File: config.mk
export PLATFORM = sky130hd
export DESIGN_NAME = dmem_arbiter
export DESIGN_NICKNAME = d
export VERILOG_FILES = /design/src/rtl/dmem_arbiter.sv
export SDC_FILE = /design/constraint.sdc
export NUM_CORES = 1
export LEC_CHECK = 0
export CELL_PAD_IN_SITES_DETAIL_PLACEMENT = 0
export CELL_PAD_IN_SITES_GLOBAL_PLACEMENT = 1
export CORE_ASPECT_RATIO = 2
export CORE_MARGIN = 8
export CORE_UTILIZATION = 14
export CTS_BUF_LIST = sky130_fd_sc_hd__clkbuf_8
export DETAILED_ROUTE_END_ITERATION = 6
export GPL_TIMING_DRIVEN = 0
export PLACE_DENSITY_LB_ADDON = 0.1
export SLEW_MARGIN = 10
export SYNTH_ARGS = -nofsm -noshare
export SYNTH_HDL_FRONTEND = slang
export SYNTH_SLANG_ARGS = --single-unit
File: constraint.sdc
create_clock -name clk -period 2.2 [get_ports clk]
set_input_delay 0.33 -clock clk [delete_from_list [all_inputs] [get_ports clk]]
set_output_delay 0.33 -clock clk [all_outputs]
set_load 0.02 [all_outputs]
File: src/rtl/dmem_arbiter.sv
// -----------------------------------------------------------------------------
// dmem_arbiter
//
// Single-port arbiter and sequencer in front of the pipelined MIPS data memory.
// The memory is shared between the CPU MEM stage and an external loader/debug
// port, which preloads operands and dumps results. The memory has a 1-cycle
// registered read, so a read grant is always followed by one response cycle.
// While that response cycle is in progress no new access is issued.
//
// Optional feature macro: DMEM_ARB_LOCK_EN
//   When defined, an extra input ext_lock lets the external port hold the
//   memory for a burst of accesses. The CPU is stalled for the whole burst.
//
// Ports:
//   clk, reset        clock, synchronous active-high reset
//   cpu_req/we/addr/wdata   MEM-stage access request (LW/SW)
//   cpu_stall         hold the MEM stage and every earlier stage
//   cpu_rdata/rvalid  load response, one cycle after the load grant
//   ext_req/we/addr/wdata   external access request
//   ext_lock          (DMEM_ARB_LOCK_EN only) request exclusive ownership
//   ext_gnt           external request accepted this cycle
//   ext_rdata/rvalid  external read response, one cycle after the grant
//   mem_en/we/addr/wdata    memory access strobe and command
//   mem_rdata         memory read data, valid the cycle after a read strobe
// -----------------------------------------------------------------------------
module dmem_arbiter #(
  parameter int ADDR_W   = 8,
  parameter int DATA_W   = 32,
  parameter int MAX_WAIT = 4
) (
  input  logic              clk,
  input  logic              reset,

  input  logic              cpu_req,
  input  logic              cpu_we,
  input  logic [ADDR_W-1:0] cpu_addr,
  input  logic [DATA_W-1:0] cpu_wdata,
  output logic              cpu_stall,
  output logic [DATA_W-1:0] cpu_rdata,
  output logic              cpu_rvalid,

  input  logic              ext_req,
  input  logic              ext_we,
  input  logic [ADDR_W-1:0] ext_addr,
  input  logic [DATA_W-1:0] ext_wdata,
`ifdef DMEM_ARB_LOCK_EN
  input  logic              ext_lock,
`endif
  output logic              ext_gnt,
  output logic [DATA_W-1:0] ext_rdata,
  output logic              ext_rvalid,

  output logic              mem_en,
  output logic              mem_we,
  output logic [ADDR_W-1:0] mem_addr,
  output logic [DATA_W-1:0] mem_wdata,
  input  logic [DATA_W-1:0] mem_rdata
);

  // IDLE is the only state in which new accesses are arbitrated; the two
  // read states are the response cycles of the registered memory read.
  typedef enum logic [1:0] {
    IDLE   = 2'd0,
    CPU_RD = 2'd1,
    EXT_RD = 2'd2
  } state_t;

  localparam logic [3:0] MAX_WAIT_C = 4'(MAX_WAIT);

  state_t     state;
  logic [3:0] wait_cnt;
  logic       cpu_rvalid_q;
  logic       ext_rvalid_q;
  logic       cpu_win;
  logic       ext_win;
  logic       locked;
  logic       lock_active;

`ifdef DMEM_ARB_LOCK_EN
  logic locked_q;

  // A lock only takes effect while ext keeps ext_lock high; the first IDLE
  // cycle with ext_lock low falls straight back to normal arbitration.
  assign locked      = locked_q;
  assign lock_active = locked_q && ext_lock;
`else
  assign locked      = 1'b0;
  assign lock_active = 1'b0;
`endif

  // Arbitration. The CPU wins by default so the pipeline keeps flowing; ext
  // wins when the CPU is not asking, when it has been starved for MAX_WAIT
  // cycles, or while it holds the lock. Nothing is granted during reset or
  // while a read response is being returned.
  always_comb begin
    cpu_win = 1'b0;
    ext_win = 1'b0;
    if (!reset && state == IDLE) begin
      if (lock_active) begin
        ext_win = ext_req;
      end else if (ext_req && (!cpu_req || wait_cnt == MAX_WAIT_C)) begin
        ext_win = 1'b1;
      end else if (cpu_req) begin
        cpu_win = 1'b1;
      end
    end
  end

  // The winner's command goes straight to the memory in the grant cycle so
  // a write completes in one cycle and a read returns one cycle later.
  always_comb begin
    mem_en    = 1'b0;
    mem_we    = 1'b0;
    mem_addr  = '0;
    mem_wdata = '0;
    if (cpu_win) begin
      mem_en    = 1'b1;
      mem_we    = cpu_we;
      mem_addr  = cpu_addr;
      mem_wdata = cpu_wdata;
    end else if (ext_win) begin
      mem_en    = 1'b1;
      mem_we    = ext_we;
      mem_addr  = ext_addr;
      mem_wdata = ext_wdata;
    end
  end

  // The CPU is held whenever its request cannot finish this cycle: it lost
  // arbitration, it was granted a load (data arrives next cycle), or the
  // memory is busy returning ext read data. A granted store and the load
  // response cycle both release the pipeline.
  always_comb begin
    cpu_stall = 1'b0;
    if (!reset && cpu_req) begin
      case (state)
        IDLE:    cpu_stall = !(cpu_win && cpu_we);
        EXT_RD:  cpu_stall = 1'b1;
        default: cpu_stall = 1'b0;
      endcase
    end
  end

  assign ext_gnt    = ext_win;
  assign cpu_rvalid = cpu_rvalid_q;
  assign ext_rvalid = ext_rvalid_q;
  assign cpu_rdata  = mem_rdata;
  assign ext_rdata  = mem_rdata;

  // Sequencer. A read grant moves to the matching response state for one
  // cycle and raises that side's rvalid together with it; writes never leave
  // IDLE. Reset drops any response still in flight.
  always_ff @(posedge clk) begin
    if (reset) begin
      state        <= IDLE;
      cpu_rvalid_q <= 1'b0;
      ext_rvalid_q <= 1'b0;
    end else begin
      cpu_rvalid_q <= 1'b0;
      ext_rvalid_q <= 1'b0;
      case (state)
        IDLE: begin
          if (cpu_win && !cpu_we) begin
            state        <= CPU_RD;
            cpu_rvalid_q <= 1'b1;
          end else if (ext_win && !ext_we) begin
            state        <= EXT_RD;
            ext_rvalid_q <= 1'b1;
          end
        end
        CPU_RD:  state <= IDLE;
        EXT_RD:  state <= IDLE;
        default: state <= IDLE;
      endcase
    end
  end

  // Starvation counter for ext. It only counts IDLE cycles in which ext asked
  // and lost, holds through response cycles, and restarts whenever ext is
  // served or withdraws. It stays at zero while ext owns the lock.
  always_ff @(posedge clk) begin
    if (reset) begin
      wait_cnt <= '0;
    end else if (!ext_req || ext_win || locked) begin
      wait_cnt <= '0;
    end else if (state == IDLE && wait_cnt < MAX_WAIT_C) begin
      wait_cnt <= wait_cnt + 4'd1;
    end
  end

`ifdef DMEM_ARB_LOCK_EN
  // Lock ownership: taken when ext is granted with ext_lock high, dropped in
  // the first IDLE cycle that sees ext_lock low.
  always_ff @(posedge clk) begin
    if (reset) begin
      locked_q <= 1'b0;
    end else if (ext_win && ext_lock) begin
      locked_q <= 1'b1;
    end else if (state == IDLE && !ext_lock) begin
      locked_q <= 1'b0;
    end
  end
`endif

endmodule

; ---- After elaboration in Yosys (flattened, before gate mapping)
; Cells that the tools add are included.
[totals]
inputBits = 118
regBits = 8
output_inout_bits = 110
[classes]
n_reduce_logical = 20
n_mux = 19
n_addsub = 1
n_bitwise = 1
n_eq_ne = 2
n_lt_le_gt_ge = 1
[ops]
columns = operator, n
row1 = 32-bit 2-to-1 mux, 2
row2 = 8-bit 2-to-1 mux, 2
row3 = 1-bit 2-to-1 mux, 14
row4 = 1-bit logical AND, 7
row5 = 1-bit logical NOT, 6
row6 = "4-bit by 1-bit adder with 4-bit output, second input constant", 1
row7 = "4-bit by 3-bit == test with 1-bit output, second input constant", 1
row8 = "4-bit by 3-bit < comparator with 1-bit output, second input constant", 1
row9 = 2-bit OR reduction, 2
row10 = 3-bit OR reduction, 1
row11 = "2-bit == test, second input constant", 1
row12 = 2-bit logical NOT, 1
row13 = 1-bit logical OR, 2
row14 = 1-bit case mux with 2 select lines, 1
row15 = 2-bit nonzero test, 1
row16 = 1-bit inverter, 1

; ---- Depth between registers and ports, before layout
[depth]
ltp_word = 9
depth_mapped = 6
ltp_nobuf = 5

; ---- Worst setup path before layout
; OpenSTA, ideal clock, no wires.
[synth_path]
path_type = register to output
start = register wait_cnt[0]
end = output cpu_stall
required_time_ns = 1.870
arrival_ns = 1.981
stages_incl_launch_ff = 6
setup_slack_ns = -0.111
n_path_buf = 0
path_cell_list = dfxtp_1 inv_1 ha_1 nand4b_1 a21boi_4 a2111oi_0
[synth_via]
elab_chain_cells = 9
[synth_rtl]
columns = element, line
row1 = from (decl), 71  ; logic [3:0] wait_cnt;
row2 = from (signal assigned), 187  ; wait_cnt <= wait_cnt + 4'd1;
row3 = 4-bit by 3-bit == test with 1-bit output, 101  ; end else if (ext_req && (!cpu_req || wait_cnt == MAX_WAIT_C)) begin
row4 = 1-bit logical OR, 101
row5 = 1-bit logical AND, 101
row6 = 1-bit 2-to-1 mux, 101
row7 = 1-bit 2-to-1 mux, 98  ; if (!reset && state == IDLE) begin
row8 = 1-bit logical AND, 137  ; IDLE: cpu_stall = !(cpu_win && cpu_we);
row9 = 1-bit logical NOT, 137
row10 = 1-bit case mux with 2 select lines, 136  ; case (state)
row11 = 1-bit 2-to-1 mux, 135  ; if (!reset && cpu_req) begin
row12 = to (decl), 38  ; output logic cpu_stall,
; Every way passes these cells.

; ---- Final worst setup path
; Same ends and word-level chain as after synthesis.

==> results.cfg <==
[placed_design]
post-dp-hpwl_um = 8271
place_congestion = 0.7413
place_inst = 583
port_buffers = 195

[die]
coreArea_um2 = 11350
start_util = 0.1433
pin_count = 228
num_rows = 55
die_w_um = 92.22
die_area_um2 = 15530
die_h_um = 168.4

[route]
post_drt_wl_per_cell_um = 16.58
drt_iter0_drc = 50
totalWireLength_um = 9879
antenna_left = 0
via_per_inst = 4.008
post-route-drc-count = 0
drtPass1Iterations = 4
vias = 2389

[clock_network]
postCtsHoldBufs = 0
worst_skew_pair.late_latency_ns = 0.22
clock_path_buffers = 2
clk_root_buffer_cell = clkbuf_8
ctsHtreeMaxLevel = 1
cts_sinks = 8
cts_tree = built
path_clk_slew_ns = 0.04
cts_buffers = 3

[worst_setup_path]
crit_end = cpu_stall
worstRegToRegCells = 2
r2r-start = state[0]
crit_fanout = 4
required_ns = 1.87
timing.critical_path.from = wait_cnt[0]
critical_path_arrival_ns = 1.83
cp-end-kind = output pin
r2r_slack_ns = 0.68
r2r-end = wait_cnt[0]
cp-start-kind = flip-flop
path_class = reg -> out

[timing]
max_freq_ghz = 0.4625
setup-violations-final = 0
drv_slew = 0
finClkSkew_ns = 0.002432
setup_tns_ns = 0
slew_headroom = 0.3675
rsz0062_at_grt = yes
holdWs_ns = 0.4809
min_period_ns = 2.162
hold_viol_final = 0
tightest_slew_ns = 0.9369
finalCritPeriodShare = 0.9828

[hold_path]
hold_path.class = reg -> reg
min_path_cells = 2

[synth]
ys_types = 26
syn-num-nets = 366
synth_seq_cells = 8
synth_area_per_cell_um2 = 6.612
synthArstFlopShare = 0
synth_warnings = 0
netlist_area_um2 = 1627
syn_inst = 246
synth_edf_count = 0
synthFlopType = dfxtp_1
yosysSeqAreaShare = 0.09846

[finish]
area_growth_pct = 140.5
num_antenna_cells = 0
stdcell_count = 596
layout_commonest_cell = clkdlybuf4s50_1
layout_common_cells = 148 x clkdlybuf4s50_1, 83 x nand2_1, 75 x buf_4
layout-drive-gt1-share = 0.3458
nNetsFinal = 576

[power]
power.total_w = 0.001183
p_leak_nw = 1.694
power_density_nw_per_um2 = 302.4
vdd_ir_drop_max_mv = 0.2521

[global_route]
gr-usage-met2 = 0.2369
use_met3 = 0.03697
gr-max-usage-layer = met2
grt_pass1_vias = 2477
grt_antenna_before_repair = 0
grtUsageTotal = 0.1150
grt_pass1_wl_um = 14080
grt_overflow = 0
met1_usage = 0.1032
grt_max_degree = 11

[job]
max-cap-violations = 0

[status]
status = finished clean
-- final cells by class --
type	instances	area [um^2]
buffer	81	659.4
timing repair buffer	205	1914
fill	1238	7443
multi-input combinational	152	937.1
sequential	8	162.7
tap	142	177.7
inverter	5	18.77
clock buffer	3	41.29
-- flip-flops by register name, summed over array words and instances (netlist names) --
name,cells
cpu_rvalid,1
ext_rvalid,1
state,2
wait_cnt,4
-- report_power, final --
part	internal, W	total [W]	switching, W
logic	0.000471	0.000855	0.000384
clock network	0.000118	0.000173	0.0000547
registers	0.000150	0.000155	0.00000491
-- stage by stage --
step	cell area, um^2	utilization	setup WS, ns
2_1_floorplan	1628	-	0.1514
3_3_place_gp	3757	0.3309	-0.7601
3_5_place_dp	3757	0.3309	-0.7664
4_1_cts	3786	0.3334	-0.04301
5_1_grt	3911	0.3445	-0.03352
6_report	3911	0.3445	0.03786
-- repair_timing --
| item | 4_1_cts | 5_1_grt |
|---|---|---|
| cloned | 0 | 1 |
| gates resized for setup | 219 | 22 |
| setup buffers | 8 | 2 |
| endpoints found under the setup margin | 44 | 38 |
| pin swaps | 3 | 3 |
| endpoints found under the hold margin | 0 | 0 |
-- cells in the mapped netlist, types with 2 or more instances --
cell     instances  area [um^2]
nor3_1           3        15.01
nor2_1           6        22.52
nand2_1         84        315.3
nor4b_1          2        17.52
buf_2            6        30.03
a21oi_1          2        10.01
inv_1            5        18.77
buf_4           64        480.5
ha_1             2        25.02
nor2b_1          2        12.51
buf_1            2        7.510
dfxtp_1          8        160.2
o22ai_1         31        193.9
o22ai_2         10        125.1
buf_6            8        90.09
-- kinds of logic after synthesis --
family | Yosys count | synth area share
fa+ha+maj | 2 | 0.01538
flops | 8 | 0.09846
compound gates | 49 | 0.2400
simple gates | 101 | 0.2585
buf+inv | 86 | 0.3877
-- worst min-delay path by stage --
stage	from	endpoint
2_1_floorplan	ext_we	ext_rvalid
3_3_place_gp	wait_cnt[3]	wait_cnt[3]
3_5_place_dp	wait_cnt[3]	wait_cnt[3]
4_1_cts	wait_cnt[3]	wait_cnt[3]
5_1_grt	wait_cnt[1]	wait_cnt[1]
6_report	wait_cnt[3]	wait_cnt[3]
-- critical path, stage by stage (launching register included) --
cell       delay, ns
dfxtp_2         0.32
inv_2           0.07
ha_4            0.14
nand4b_1        0.19
a21boi_4        0.22
buf_6           0.13
a2111oi_4       0.32
buf_4           0.20
-- layer usage --
layer,share of wire,wire length [um],vias to the layer above
met3,0.093,916,2
met5,0,0,-
met4,0.0040,40,0
met2,0.58,5700,123
met1,0.33,3221,1075
li1,-,-,1189
No activity file was read; power rests on OpenSTA's default activity.
==> edit 1: new RTL, same flow settings <==
`DATA_W`: 32 -> 40.
--- a/src/rtl/dmem_arbiter.sv
+++ b/src/rtl/dmem_arbiter.sv
@@ -25,7 +25,7 @@
 // -----------------------------------------------------------------------------
 module dmem_arbiter #(
   parameter int ADDR_W   = 8,
-  parameter int DATA_W   = 32,
+  parameter int DATA_W   = 40,
   parameter int MAX_WAIT = 4
 ) (
   input  logic              clk,
Interface: changed (6 resized); port bits go from 228 to 276. No check against the original RTL was run, so the function may have changed too.
==> edit 1 against the original RTL <==
  * Largest power group unchanged
  * Synthesized area is 8.3% higher
  * Final cell count increased by 16%
  * Synthesized cell count increased by 18%
  * Non-clock buffer count grew 63
  * Critical endpoint unchanged
  * Routed wire length up 11%
  * Total power rose by 13%
  * Design area rose by 17%
  * Sequential cell count unchanged
  * Global-route usage grew 0.44 points
  * Largest cell class unchanged
  * Setup slack improved by 0.018 ns
  * Via count increased by 15%
  * Sequential share of layout area down 0.60 points
==> edit 1: results <==
metrics = {
    "status": {
        "status": "finished, final reports clean",
    },
    "routing": {
        "routed_wl_mm": 11.0,
        "met1_length_mm": 3.69,
        "met2_length_mm": 5.50,
        "met3_length_mm": 1.76,
        "viasPerCell": 3.99,
        "top_layer_used": "met4",
        "drtIter0Drc": 38,
        "vias": 2759,
    },
    "clocking": {
        "cts_buffers": 3,
        "clockBufferDepth": 2,
    },
    "pwr": {
        "vdd_ir_drop_max_mv": 0.224,
        "p_leak_nw": 2.02,
    },
    "worst_hold_path": {
        "hold_path_depth": 2,
        "holdPathEnd": "wait_cnt[1]$_SDFFE_PP0P_",
        "min_from": "wait_cnt[1]$_SDFFE_PP0P_",
    },
    "layout": {
        "nets": 687,
        "drive_gt1_frac": 0.357,
    },
    "grt": {
        "grt_max_degree": 11,
        "grt_usage": 0.119,
        "grt_pass1_vias": 2876,
        "met1_usage": 0.121,
        "grtUsageMet2": 0.203,
        "met3_usage": 0.0782,
        "grt_first_pass_wirelength_mm": 15.9,
    },
    "synthesis": {
        "syn_nets": 434,
        "synth_fa_ha_area_frac": 0.0142,
        "synth-compound-area-share": 0.210,
        "ys_seq_area_frac": 0.0909,
        "avgSynthCellArea_um2": 6.07,
        "synthTopCellsByArea": "buf_4, nand2_1, o22ai_1",
        "synthDistinctLibCells": 23,
    },
    "worst_setup_path": {
        "crit_family": "compound AO/OA/AOI/OAI gates",
        "r2r_slack_ns": 0.73,
        "crit_arrival_ns": 1.81,
    },
    "place": {
        "place_congestion": 0.726,
        "dpl_cell_area_mm2": 0.00430,
        "dp_hpwl_mm": 9.16,
        "preCtsSetupSlack_ns": -0.695,
        "place_inst": 675,
        "io_buffers": 235,
    },
    "timing": {
        "fin_skew_ns": 0.00371,
        "fmax_mhz": 466,
        "whs_ns": 0.475,
    },
}
[edit 1: timing repair]
item                                    4_1_cts  5_1_grt
resized for setup                           230       60
setup buffers                                 6        6
endpoints found under the setup margin       52       51
pin swaps                                     4        4
cloned                                        0        2
[edit 1: power by group]
group / switching, mW / internal, mW / leakage [nW]
Combinational: 0.445 / 0.559 / 1.93
Sequential: 0.00463 / 0.150 / 0.0659
Clock: 0.0597 / 0.119 / 0.0216
[edit 1: layout make-up]
| class | count | area (um2) |
|---|---|---|
| fill | 1362 | 7840 |
| timing repair buffer | 249 | 2380 |
| buffer | 100 | 762 |
| sequential | 8 | 163 |
| tap | 150 | 188 |
| clock buffer | 3 | 41.3 |
| multi-input combinational | 176 | 1020 |
| inverter | 5 | 18.8 |
[edit 1: cells by family (layout without fill, tap and decap cells)]
logic type,after synthesis,in the layout
AO/OA/AOI/OAI,57,57
adder cells (fa/ha/maj),2,2
buffers and inverters,106,357
flip-flops,8,8
AND/OR/NAND/NOR,117,117
==> edit 2: new RTL, same flow settings <==
Made on the original files. The option `DMEM_ARB_LOCK_EN` is turned on by a define.
--- a/src/rtl/dmem_arbiter.sv
+++ b/src/rtl/dmem_arbiter.sv
@@ -23,6 +23,8 @@
 //   mem_en/we/addr/wdata    memory access strobe and command
 //   mem_rdata         memory read data, valid the cycle after a read strobe
 // -----------------------------------------------------------------------------
+`define DMEM_ARB_LOCK_EN
+
 module dmem_arbiter #(
   parameter int ADDR_W   = 8,
   parameter int DATA_W   = 32,
Ports: changed (added ext_lock); port bits go from 228 to 229. No check against the original RTL was run, so the function may have changed too.
==> edit 2 against the original RTL <==
  * Sequential cell count is 1 higher
  * Setup slack lost 0.0024 ns
  * Hold slack worse by 0.031 ns
  * Register-to-register slack got worse by 0.08 ns
  * Synthesized cell count is 35% lower
  * Design area up 0.48%
  * Via count down 17%
  * Synthesized area is 12% lower
  * Largest cell class unchanged
  * Largest power group unchanged
  * Total power rose by 1.1%
  * Routed wire length down 11%
  * Clock skew is 0.00065 ns higher
==> edit 2: results <==
metrics = {
    "status": {
        "status": "finished, final reports clean",
    },
    "grt": {
        "antenna_found_initial": 1,
        "met3_usage": 0.0450,
        "grtUsageMet2": 0.248,
        "grt_first_pass_wirelength_mm": 12.4,
        "grt_pass1_vias": 2138,
        "grt_usage": 0.116,
    },
    "layout": {
        "fin_area_mm2": 0.00393,
        "drive_gt1_frac": 0.473,
        "fillers": 1033,
        "nets": 498,
    },
    "place": {
        "place_congestion": 0.734,
        "io_buffers": 196,
        "preCtsSetupSlack_ns": -1.05,
        "place_inst": 490,
        "dp_hpwl_mm": 7.47,
        "dpl_cell_area_mm2": 0.00356,
    },
    "worst_setup_path": {
        "slowest_delay_ns": 0.34,
        "r2r_end": "state[0]$_SDFFE_PP0P_",
        "critPathCapture": "mem_wdata[13]",
        "crit_slowest_cell": "dfxtp_4",
        "crit_fanout": 6,
        "r2r_cells": 7,
    },
    "worst_hold_path": {
        "hold_path_depth": 3,
        "holdPathEnd": "locked$_SDFFE_PP0P_",
        "min_from": "reset",
        "min_path_type": "in -> reg",
    },
    "routing": {
        "top_layer_used": "met4",
        "vias": 1982,
        "wire_per_inst_um": 17.1,
        "first_pass_iters": 3,
        "met1_length_mm": 2.47,
        "drtIter0Drc": 37,
        "routed_wl_mm": 8.75,
        "met3_length_mm": 1.05,
    },
    "pwr": {
        "seq_power_mw": 0.171,
        "p_leak_nw": 1.80,
        "power_frac_comb": 0.702,
        "vdd_ir_drop_max_mv": 0.165,
        "power.internal_mw": 0.796,
    },
    "synthesis": {
        "synthTopCellsByArea": "buf_4, a22o_2, dfxtp_1",
        "synth.area.mux_share": 0.00701,
        "synth-compound-area-share": 0.323,
        "netlist_instances": 159,
        "synth_fa_ha_area_frac": 0.0175,
        "ys_top_cells_by_count": "buf_4, a22o_2, a22o_1, buf_6, dfxtp_1",
        "synthDistinctLibCells": 28,
        "yosys.area.top_type_share": 0.337,
    },
    "clocking": {
        "postCtsSetupBuffers": 12,
        "cts_resized": 267,
    },
    "flow_run": {
        "drv_cap": 0,
    },
    "timing": {
        "tightest_slew_ns": 0.412,
        "fin_skew_ns": 0.00309,
        "fmax_mhz": 462,
        "whs_ns": 0.450,
    },
}
edit 2: cell types whose count changed in the layout (fill, tap and decap cells not counted), moves of 12 or more:
cell     unedited run  this run
buf_2              31         3
a22o_1              0        12
a22o_4              0        19
o22ai_1            31         0
nand2_1            83         2
buf_6              23        44
edit 2: cell families after synthesis:
| group | Yosys count |
|---|---|
| buf+inv | 75 |
| flops | 9 |
| compound gates | 48 |
| mux | 1 |
| fa+ha+maj | 2 |
| simple gates | 24 |
edit 2: area by class of cell:
type                            instances  share of cell area
Timing Repair Buffer                  214               0.541
Multi-Input combinational cell         75               0.209
Buffer                                 72               0.145
Sequential cell                         9              0.0478
Tap cell                              135              0.0430
Clock buffer                            3              0.0105
Inverter                                2             0.00191
Clock inverter                          1            0.000955
Antenna cell                            1            0.000637
edit 2: worst max-delay path, delay by kind of cell, from the launching register on:
family,cells,cell delay [ns]
AND/OR/NAND/NOR,2,0.55
buffers and inverters,4,0.55
flip-flops,1,0.34
AO/OA/AOI/OAI,1,0.15
